$ cat src/rtl/fetch_buffer_pkg.sv
// Shared types and constants for the instruction prefetch buffer.
package fetch_buffer_pkg;

  localparam logic [31:0] RESET_PC = 32'h1c00_0000;
  localparam int unsigned PC_STEP  = 4;

  // Entry view at the default 32-bit address/instruction widths.
  typedef struct packed {
    logic [31:0] pc;
    logic [31:0] inst;
    logic        filled;
  } fetch_entry_t;

endpackage

$ cat src/rtl/fetch_buffer_ram.sv
// Entry storage for fetch_buffer: allocate writes pc, fill writes inst, head is read.
module fetch_buffer_ram #(
  parameter int unsigned DEPTH      = 4,
  parameter int unsigned ADDR_WIDTH = 32,
  parameter int unsigned INST_WIDTH = 32,
  localparam int unsigned IDX_W     = $clog2(DEPTH)
) (
  input  logic                  clk,
  input  logic                  rst,
  input  logic                  clear,
  input  logic                  alloc_en,
  input  logic [IDX_W-1:0]      alloc_idx,
  input  logic [ADDR_WIDTH-1:0] alloc_pc,
  input  logic                  fill_en,
  input  logic [IDX_W-1:0]      fill_idx,
  input  logic [INST_WIDTH-1:0] fill_inst,
  input  logic                  deq_en,
  input  logic [IDX_W-1:0]      head_idx,
  output logic [ADDR_WIDTH-1:0] head_pc,
  output logic [INST_WIDTH-1:0] head_inst,
  output logic                  head_filled
);
  import fetch_buffer_pkg::*;

  logic [ADDR_WIDTH-1:0] pc_q   [DEPTH];
  logic [INST_WIDTH-1:0] inst_q [DEPTH];
  logic [DEPTH-1:0]      filled_q;

  // Allocate, fill and dequeue never target the same slot in one cycle:
  // fill only hits allocated-unfilled slots, dequeue only the filled head.
  always_ff @(posedge clk) begin
    if (!rst) begin
      for (int unsigned i = 0; i < DEPTH; i++) begin
        pc_q[i]   <= '0;
        inst_q[i] <= '0;
      end
      filled_q <= '0;
    end else if (clear) begin
      filled_q <= '0;
    end else begin
      if (alloc_en) begin
        pc_q[alloc_idx]     <= alloc_pc;
        filled_q[alloc_idx] <= 1'b0;
      end
      if (fill_en) begin
        inst_q[fill_idx]   <= fill_inst;
        filled_q[fill_idx] <= 1'b1;
      end
      if (deq_en) begin
        filled_q[head_idx] <= 1'b0;
      end
    end
  end

  always_comb begin
    head_pc     = pc_q[head_idx];
    head_inst   = inst_q[head_idx];
    head_filled = filled_q[head_idx];
  end

endmodule

$ cat src/rtl/fetch_buffer.sv
// Instruction prefetch buffer: credit-limited in-order fetch, PC/instruction
// pairing, and flush redirect that drops responses from the squashed path.
module fetch_buffer #(
  parameter int unsigned           DEPTH      = 4,
  parameter int unsigned           ADDR_WIDTH = 32,
  parameter int unsigned           INST_WIDTH = 32,
  parameter logic [ADDR_WIDTH-1:0] RESET_PC   = ADDR_WIDTH'(fetch_buffer_pkg::RESET_PC)
) (
  input  logic                  clk,
  input  logic                  rst,
  input  logic                  flush,
  input  logic [ADDR_WIDTH-1:0] flush_pc,
  output logic                  req_valid,
  input  logic                  req_ready,
  output logic [ADDR_WIDTH-1:0] req_addr,
  input  logic                  resp_valid,
  input  logic [INST_WIDTH-1:0] resp_data,
  output logic                  out_valid,
  input  logic                  out_ready,
  output logic [ADDR_WIDTH-1:0] out_pc,
  output logic [INST_WIDTH-1:0] out_inst
);
  import fetch_buffer_pkg::*;

  localparam int unsigned IDX_W = $clog2(DEPTH);
  localparam int unsigned PTR_W = IDX_W + 1;
  localparam int unsigned CNT_W = PTR_W + 1;
  localparam logic [PTR_W-1:0] DEPTH_PTR = PTR_W'(DEPTH);
  localparam logic [CNT_W-1:0] DEPTH_CNT = CNT_W'(DEPTH);

  logic [PTR_W-1:0]      alloc_ptr, fill_ptr, head_ptr;
  logic [PTR_W-1:0]      discard_cnt;
  logic [ADDR_WIDTH-1:0] fetch_pc;

  logic [PTR_W-1:0]      used, in_flight, pending;
  logic [CNT_W-1:0]      credit_used;
  logic                  req_fire, resp_drop, resp_fill, deq_fire;
  logic [ADDR_WIDTH-1:0] head_pc;
  logic [INST_WIDTH-1:0] head_inst;
  logic                  head_filled;

  // Stale responses still owed by memory consume credit alongside live entries,
  // so discard_cnt + used never exceeds DEPTH and fits in PTR_W bits.
  always_comb begin
    used        = alloc_ptr - head_ptr;
    in_flight   = alloc_ptr - fill_ptr;
    pending     = in_flight + discard_cnt;
    credit_used = {1'b0, discard_cnt} + {1'b0, used};

    req_valid = rst & ~flush & (used < DEPTH_PTR) & (credit_used < DEPTH_CNT);
    req_addr  = fetch_pc;
    req_fire  = req_valid & req_ready;

    resp_drop = resp_valid & (discard_cnt != '0);
    resp_fill = resp_valid & (discard_cnt == '0) & ~flush;

    out_valid = head_filled & (used != '0);
    out_pc    = out_valid ? head_pc   : '0;
    out_inst  = out_valid ? head_inst : '0;
    deq_fire  = out_valid & out_ready & ~flush;
  end

  always_ff @(posedge clk) begin
    if (!rst) begin
      fetch_pc    <= RESET_PC;
      alloc_ptr   <= '0;
      fill_ptr    <= '0;
      head_ptr    <= '0;
      discard_cnt <= '0;
    end else if (flush) begin
      // Everything owed by memory becomes stale; the response landing now is dropped.
      discard_cnt <= pending - PTR_W'(resp_valid);
      alloc_ptr   <= '0;
      fill_ptr    <= '0;
      head_ptr    <= '0;
      fetch_pc    <= flush_pc;
    end else begin
      if (req_fire) begin
        alloc_ptr <= alloc_ptr + PTR_W'(1);
        fetch_pc  <= fetch_pc + ADDR_WIDTH'(PC_STEP);
      end
      if (resp_drop) begin
        discard_cnt <= discard_cnt - PTR_W'(1);
      end else if (resp_valid) begin
        fill_ptr <= fill_ptr + PTR_W'(1);
      end
      if (deq_fire) begin
        head_ptr <= head_ptr + PTR_W'(1);
      end
    end
  end

  always_ff @(posedge clk) begin
    if (rst) begin
      assert (!(resp_valid && pending == '0));
    end
  end

  fetch_buffer_ram #(
    .DEPTH      (DEPTH),
    .ADDR_WIDTH (ADDR_WIDTH),
    .INST_WIDTH (INST_WIDTH)
  ) u_ram (
    .clk         (clk),
    .rst         (rst),
    .clear       (flush),
    .alloc_en    (req_fire),
    .alloc_idx   (alloc_ptr[IDX_W-1:0]),
    .alloc_pc    (fetch_pc),
    .fill_en     (resp_fill),
    .fill_idx    (fill_ptr[IDX_W-1:0]),
    .fill_inst   (resp_data),
    .deq_en      (deq_fire),
    .head_idx    (head_ptr[IDX_W-1:0]),
    .head_pc     (head_pc),
    .head_inst   (head_inst),
    .head_filled (head_filled)
  );

endmodule

$ cat config.mk
export PLATFORM = sky130hd
export DESIGN_NAME = fetch_buffer
export DESIGN_NICKNAME = d
export VERILOG_FILES = /design/src/rtl/fetch_buffer_pkg.sv /design/src/rtl/fetch_buffer_ram.sv /design/src/rtl/fetch_buffer.sv
export SDC_FILE = /design/constraint.sdc
export NUM_CORES = 1
export LEC_CHECK = 0
export CORE_MARGIN = 10
export CORE_UTILIZATION = 50
export CTS_CLUSTER_DIAMETER = 80
export DETAILED_ROUTE_END_ITERATION = 10
export PLACE_DENSITY = 0.72
export SYNTH_ARGS = -nofsm -noshare
export SYNTH_HDL_FRONTEND = slang
export SYNTH_SLANG_ARGS = --single-unit
$ cat constraint.sdc
create_clock -name clk -period 7 [get_ports clk]
set_input_delay 2.1 -clock clk [delete_from_list [all_inputs] [get_ports clk]]
set_output_delay 2.1 -clock clk [all_outputs]
set_load 0.05 [all_outputs]
After elaboration in Yosys (flattened, before gate mapping)
Memory sizes are Yosys's and may differ from the RTL's. A register that Yosys moved wholly into a read port is not among the register bits.
Index checks and enable logic that the tools add are counted.
W data, S select, Z words.
{ "totals": {"memories": 2, "input_bits": 70, "mem_bits_rw": 256, "register_bits": 48, "wordCells": 96, "out_inout_bits": 98} }
{ "op_classes": {"order_cmp": 8, "reduce_logical": 12, "addsub": 10, "muxes": 40, "bitwise_logic": 18} }
{ "mem_list": {"columns": ["memory", "depth", "word_bits", "read_ports", "rd_ports_with_merged_regs", "write_ports", "line_no", "rtl"], "rows": [
  ["u_ram.inst_q", 4, 32, 1, 1, 4, "fetch_buffer_ram.sv:26", "logic [INST_WIDTH-1:0] inst_q [DEPTH];"],
  ["u_ram.pc_q", 4, 32, 1, 1, 4, "fetch_buffer_ram.sv:25", "logic [ADDR_WIDTH-1:0] pc_q [DEPTH];"]
]} }
{ "op_table": {"columns": ["op", "count"], "rows": [
  ["$mux W32", 6],
  ["$reduce_or A32 Y1", 2],
  ["$add A32 B3 Y32 const B", 1],
  ["$mux W4", 7],
  ["$mux W1", 15],
  ["$mux W2", 6],
  ["$and A1 B1 Y1", 10],
  ["$add A3 B1 Y3 const B", 3],
  ["$lt A2 B3 Y1 const B", 3],
  ["$and A4 B4 Y4", 2],
  ["$not A4 Y4", 2],
  ["$demux W1 S2", 3],
  ["$ge A2 B1 Y1 const B", 3],
  ["$mux W3", 2],
  ["$reduce_bool A3 Y1", 2],
  ["$sub A3 B3 Y3", 2],
  ["$add A3 B3 Y4", 1],
  ["$lt A4 B3 Y1 const B", 1],
  ["$or A4 B4 Y4", 1],
  ["$reduce_bool A2 Y1", 2],
  ["$add A3 B3 Y3", 1],
  ["$logic_and A1 B1 Y1", 3],
  ["$logic_not A3 Y1", 1],
  ["$lt A3 B3 Y1 const B", 1],
  ["other kinds (6)", 8]
]} }

Logic depth before layout (Yosys ltp)
{ "logic_depth": {"ltp_word": 15, "mapped_depth": 14, "mapped_depth_nobuf": 13} }

Cells and area by module
A second synthesis with hierarchy kept.
{ "hier_totals": {"hier_cells": 1097, "hier_area_um2": 14201.1} }
{ "modules_own_cells": {"columns": ["mod", "seq_area_each_um2", "cells_per_inst", "n_inst", "area_per_inst_um2"], "rows": [
  ["fetch_buffer_ram", 7767.4, 692, 1, 11135.7],
  ["fetch_buffer", 880.8, 405, 1, 3065.4]
]} }

Worst setup path before layout
No wires, ideal clock.
{ "synth_path": {"path_type": "in2out", "from": "input port flush", "to": "output port req_valid", "arrival_time_ns": 4.558, "slack_ns": 0.342, "path_buffers": 1, "t_required_ns": 4.900, "cell_stages": 3, "path_cell_list": "buf_2 > or3b_2 > nor4b_1"} }
{ "synth_via": {"elab_chain_cells": 4} }
{ "synth_lines": {"columns": ["element", "line_no", "rtl"], "rows": [
  ["start, declared", "fetch_buffer.sv:11", "input logic flush,"],
  ["$not A1 Y1", "fetch_buffer.sv:50", "req_valid = rst & ~flush & (used < DEPTH_PTR) & (credit_used < DEPTH_CNT);"],
  ["$and A1 B1 Y1 (3 in a row)", "fetch_buffer.sv:50", null],
  ["end, declared", "fetch_buffer.sv:13", "output logic req_valid,"]
]} }
No other way between the ends.

Final worst setup path
{ "layout_path": {"from": "register alloc_ptr[0]", "to": "output port out_pc[21]"} }
{ "layout_via": {"elab_chain_cells": 4} }
{ "layout_lines": {"columns": ["element", "line_no", "rtl"], "rows": [
  ["start, declared", "fetch_buffer.sv:31", "logic [PTR_W-1:0] alloc_ptr, fill_ptr, head_ptr;"],
  ["start signal, assigned", "fetch_buffer.sv:79", "alloc_ptr <= alloc_ptr + PTR_W'(1);"],
  ["$sub A3 B3 Y3", "fetch_buffer.sv:45", "used = alloc_ptr - head_ptr;"],
  ["$reduce_bool A3 Y1", "fetch_buffer.sv:57", "out_valid = head_filled & (used != '0);"],
  ["$and A1 B1 Y1", "fetch_buffer.sv:57", null],
  ["$mux W32", "fetch_buffer.sv:58", "out_pc = out_valid ? head_pc : '0;"],
  ["end, declared", "fetch_buffer.sv:20", "output logic [ADDR_WIDTH-1:0] out_pc,"]
]} }
No other way between the ends.

==> report_table.html <==
<table>
<tr><th>Metric</th><th>Value</th></tr>
<tr><th colspan="2">Power</th></tr>
<tr><td>Peak supply drop</td><td>0.214 mV</td></tr>
<tr><td>Areal power density over the cells</td><td>232 mW/mm^2</td></tr>
<tr><td>Standby leakage power</td><td>approximately 6.3 nW</td></tr>
<tr><th colspan="2">Synthesis</th></tr>
<tr><td>Net count of the mapped netlist</td><td>between 1000 and 1500</td></tr>
<tr><td>Post-synth cell types</td><td>58</td></tr>
<tr><td>Number of warning messages in the yosys log</td><td>0</td></tr>
<tr><td>Cell types occupying the most area after synthesis</td><td>sky130_fd_sc_hd__edfxtp_1 53%, sky130_fd_sc_hd__and2_1 12%, sky130_fd_sc_hd__mux4_2 10%</td></tr>
<tr><td>Main synth FF type</td><td>sky130_fd_sc_hd__edfxtp_1</td></tr>
<tr><td>Synthesized area</td><td>between 0.01 and 0.015 mm^2</td></tr>
<tr><td>Average footprint of a synthesized cell</td><td>around 13 um^2</td></tr>
<tr><td>Post-synthesis cell type with the largest combined area</td><td>sky130_fd_sc_hd__edfxtp_1</td></tr>
<tr><td>Total of flip-flops plus latches after synthesis</td><td>306</td></tr>
<tr><td>Gate Count Post-Synth</td><td>about 1100</td></tr>
<tr><td>Number of enable flip-flop cells after synthesis</td><td>256</td></tr>
<tr><td>Synth async-reset ratio</td><td>0%</td></tr>
<tr><td>Area share of the leading cell type in the synthesized netlist</td><td>53.1%</td></tr>
<tr><td>Sequential-to-total area share from yosys stat</td><td>between 60% and 70%</td></tr>
<tr><th colspan="2">Final layout</th></tr>
<tr><td>Nets</td><td>1324</td></tr>
<tr><td>Layout overhead on the synthesized area</td><td>21.3%</td></tr>
<tr><td>Design Area, Final</td><td>~0.018 mm^2</td></tr>
<tr><td>Number of antenna cells inserted</td><td>0</td></tr>
<tr><td>Most common cell after layout, fill and taps aside</td><td>sky130_fd_sc_hd__and2_1</td></tr>
<tr><td>Multi-input gate area</td><td>about 0.0054 mm^2</td></tr>
<tr><td>Number of fill cells</td><td>2177</td></tr>
<tr><td>Layout cell share with drive strength beyond 1</td><td>13.0%</td></tr>
<tr><td>Footprint of the flip-flops and latches</td><td>0.00869 mm^2</td></tr>
<tr><td>Number of standard cells in the final layout excluding fillers</td><td>1638</td></tr>
<tr><td>Most frequent cells in the layout</td><td>282 x sky130_fd_sc_hd__and2_1, 256 x sky130_fd_sc_hd__edfxtp_1, 166 x sky130_fd_sc_hd__clkdlybuf4s50_1, 65 x sky130_fd_sc_hd__mux4_2, 56 x sky130_fd_sc_hd__nand2_1</td></tr>
<tr><th colspan="2">Drt</th></tr>
<tr><td>Detailed-router iteration count before antenna repair</td><td>5</td></tr>
<tr><td>DRC violations left</td><td>0</td></tr>
<tr><td>Via density</td><td>5.66</td></tr>
<tr><td>Final routed wire length divided by cell count</td><td>around 22 um</td></tr>
<tr><td>Total number of vias</td><td>approximately 9300</td></tr>
<tr><td>Total Wirelength</td><td>approximately 36000 um</td></tr>
<tr><td>Initial detailed-routing violation count</td><td>approximately 650</td></tr>
<tr><td>Number of routed nets with antenna violations</td><td>0</td></tr>
<tr><th colspan="2">Timing</th></tr>
<tr><td>Setup TNS</td><td>0 ns</td></tr>
<tr><td>Fmax achieved</td><td>163 MHz</td></tr>
<tr><td>Tightest slew margin relative to the limit</td><td>21.1%</td></tr>
<tr><td>Endpoints failing hold</td><td>0</td></tr>
<tr><td>Unrepaired setup endpoints after global routing</td><td>false</td></tr>
<tr><td>Final Critical Period</td><td>between 6 and 7 ns</td></tr>
<tr><td>Transition time at the pin with the least slew margin</td><td>~1.2 ns</td></tr>
<tr><td>Final Max Tran Viols</td><td>0</td></tr>
<tr><td>Crit share post-route</td><td>about 87%</td></tr>
<tr><td>Setup-failing EPs final</td><td>0</td></tr>
<tr><td>Clock Skew</td><td>between 0.015 and 0.02 ns</td></tr>
<tr><th colspan="2">Clock tree</th></tr>
<tr><td>Max Root-Sink Buffers</td><td>3</td></tr>
<tr><td>Root buf cell</td><td>sky130_fd_sc_hd__clkbuf_16</td></tr>
<tr><td>TritonCTS clock tree</td><td>built</td></tr>
<tr><td>Worst-Skew Late Latency</td><td>between 0.5 and 0.6 ns</td></tr>
<tr><td>Total number of clock tree sinks</td><td>306</td></tr>
<tr><td>Number of buffers inserted during clock tree synthesis</td><td>31</td></tr>
<tr><td>Count of cells resized by post-cts repair</td><td>0</td></tr>
<tr><td>Clk slew on worst S/H paths</td><td>0.06 ns</td></tr>
<tr><td>Maximum level of the CTS H-tree</td><td>1</td></tr>
<tr><td>Post-CTS Setup Repair Bufs</td><td>0</td></tr>
<tr><td>Number of buffers inserted by hold repair at cts</td><td>0</td></tr>
<tr><th colspan="2">Worst setup path</th></tr>
<tr><td>Critical path's top delay family</td><td>buffers and inverters</td></tr>
<tr><td>Maximum fanout count along the critical path</td><td>32</td></tr>
<tr><td>CP most frequent cell</td><td>sky130_fd_sc_hd__inv_1</td></tr>
<tr><td>CP Data Required Time</td><td>approximately 5 ns</td></tr>
<tr><td>Slowest Stage Delay on Critical Path</td><td>0.81 ns</td></tr>
<tr><td>Setup Crit Path Kind</td><td>register to output port</td></tr>
<tr><td>First element of the critical path</td><td>alloc_ptr[0]</td></tr>
<tr><td>Worst setup SP type</td><td>register</td></tr>
<tr><td>Chain of cells forming the critical path</td><td>inv_1 -&gt; ha_1 -&gt; inv_1 -&gt; fa_1 -&gt; xnor3_2 -&gt; o31a_2 -&gt; buf_4 -&gt; and2_1 -&gt; clkdlybuf4s50_1</td></tr>
<tr><td>Endpoint type of the worst setup path</td><td>output port</td></tr>
<tr><td>Critical Path AT</td><td>4.02 ns</td></tr>
<tr><td>Number of buffers and inverters on the critical path</td><td>4</td></tr>
<tr><td>Crit-path slowest cell</td><td>sky130_fd_sc_hd__clkdlybuf4s50_1</td></tr>
<tr><td>Launch point of the worst reg-to-reg path</td><td>alloc_ptr[0]</td></tr>
<tr><th colspan="2">Die</th></tr>
<tr><td>Area of the placeable core</td><td>0.0286 mm^2</td></tr>
<tr><td>Chip Width</td><td>between 150 and 200 um</td></tr>
<tr><td>I/O pin cnt</td><td>roughly 170</td></tr>
<tr><td>Die Area</td><td>0.0362 mm^2</td></tr>
<tr><td>Initial Utilization</td><td>around 51%</td></tr>
<tr><td>Placement row count</td><td>slightly above 60</td></tr>
<tr><td>Die boundary height</td><td>around 190 um</td></tr>
<tr><th colspan="2">Place</th></tr>
<tr><td>Global placement routability congestion</td><td>approximately 0.8</td></tr>
<tr><td>Count of buffers from port buffering</td><td>roughly 170</td></tr>
<tr><td>Area after DPL</td><td>0.0166 mm^2</td></tr>
<tr><td>Number of instances in the placed design</td><td>~1600</td></tr>
<tr><td>HPWL after DPL</td><td>22600 um</td></tr>
<tr><th colspan="2">Min path</th></tr>
<tr><td>Hold path startpoint</td><td>head_ptr[1]</td></tr>
<tr><td>Hold WC Path Type</td><td>register to register</td></tr>
<tr><th colspan="2">GRT</th></tr>
<tr><td>Total Routing Usage GR</td><td>between 10% and 20%</td></tr>
<tr><td>Congestion Overflow GR</td><td>0</td></tr>
<tr><td>Via count of the first global-routing pass</td><td>approximately 9600</td></tr>
<tr><td>Wire length of the first global-routing pass</td><td>56300 um</td></tr>
<tr><td>Antenna violations before repair</td><td>0</td></tr>
<tr><td>Pin count of the biggest net entering global routing</td><td>57</td></tr>
<tr><th colspan="2">Outcome</th></tr>
<tr><td>Run status</td><td>finished clean</td></tr>
<tr><th colspan="2">Job</th></tr>
<tr><td>Max-Cap Viols</td><td>0</td></tr>
</table>
## power by group
| group | total, mW | internal, mW | switching, mW |
|---|---|---|---|
| sequential | 2.11 | 2.06 | 0.0525 |
| clock | 1.59 | 0.923 | 0.669 |
| combinational | 0.368 | 0.150 | 0.218 |
## layer usage
layer / vias to the layer above / global-route usage [%] / routed length (um)
li1: 4239 / - / -
met4: 0 / 4.36 / 679
met3: 51 / 3.70 / 2500
met1: 4667 / 25.7 / 14800
met5: - / 0 / 0
met2: 313 / 33.9 / 18000
## state kept, by name (all words and copies together), names as in the netlist, named ones only
name	cells
u_ram.inst_q	128
u_ram.pc_q	128
req_addr	32
u_ram.filled_q	4
alloc_ptr	3
discard_cnt	3
fill_ptr	3
head_ptr	3
## layout make-up
cell class / instances / share of cell area (%)
multi-input cells: 672 / 31.0
flip-flops and latches: 306 / 49.5
clock buffers: 44 / 4.70
repair buffers: 197 / 10.9
clock inverters: 13 / 0.755
well taps: 384 / 2.74
inverters: 22 / 0.470
## Yosys cell counts (3+ instances only)
cell type	number
sky130_fd_sc_hd__a22oi_1	5
sky130_fd_sc_hd__mux4_2	65
sky130_fd_sc_hd__nand4_1	13
sky130_fd_sc_hd__o211ai_1	3
sky130_fd_sc_hd__and2_1	282
sky130_fd_sc_hd__xnor2_1	9
sky130_fd_sc_hd__xor2_1	7
sky130_fd_sc_hd__ha_1	19
sky130_fd_sc_hd__mux2i_1	3
sky130_fd_sc_hd__o311ai_0	4
sky130_fd_sc_hd__a31oi_1	6
sky130_fd_sc_hd__o31a_1	3
sky130_fd_sc_hd__dfxtp_1	50
sky130_fd_sc_hd__buf_1	10
sky130_fd_sc_hd__fa_1	5
sky130_fd_sc_hd__nor4_2	4
sky130_fd_sc_hd__clkbuf_2	3
sky130_fd_sc_hd__clkbuf_1	49
sky130_fd_sc_hd__edfxtp_1	256
sky130_fd_sc_hd__nor3_1	8
sky130_fd_sc_hd__nor4_1	14
sky130_fd_sc_hd__inv_1	20
sky130_fd_sc_hd__nand3_1	13
sky130_fd_sc_hd__buf_2	7
sky130_fd_sc_hd__a21oi_1	33
sky130_fd_sc_hd__buf_4	3
sky130_fd_sc_hd__nand2b_1	6
sky130_fd_sc_hd__o21ai_0	13
sky130_fd_sc_hd__and3_1	33
sky130_fd_sc_hd__nor2_1	30
sky130_fd_sc_hd__nand2_1	56
sky130_fd_sc_hd__a311oi_1	3
sky130_fd_sc_hd__mux2_2	8
## cells by family after synthesis
kind of cell             share of synthesized area (%)
XOR/XNOR                                          1.13
AND/OR/NAND/NOR                                   19.4
buffers and inverters                             2.68
AO/OA/AOI/OAI                                     3.45
adder cells (fa/ha/maj)                           2.33
multiplexers                                      10.9
flip-flops                                        60.0
## path summary, 6_finish.rpt
path / end / slack (ns) / cells past startpoint
worst max-delay path: out_pc[21] / 0.88 / 9
worst min-delay path: register / 0.53 / 2
worst max register to register: u_ram.pc_q[1][21] / 2.39 / 13
worst min register to register: register / 0.53 / 2
## metrics by stage
stage	setup slack, ns	utilization, %	hold slack [ns]	power (mW)
finish	0.879	61.3	0.534	4.07
CTS	0.788	61.3	0.537	4.09
floorplan	0.342	-	0.486	2.36
global placement	1.05	58.0	0.518	2.51
detailed placement	1.05	58.0	0.525	2.52
global route	0.645	61.3	0.578	4.21
## worst min-delay path: stages, from the launching register on
cell	delay, ns
sky130_fd_sc_hd__dfxtp_1	0.35
sky130_fd_sc_hd__nand2_1	0.07
sky130_fd_sc_hd__a21oi_1	0.07
Power figures use the tool's default switching activity.
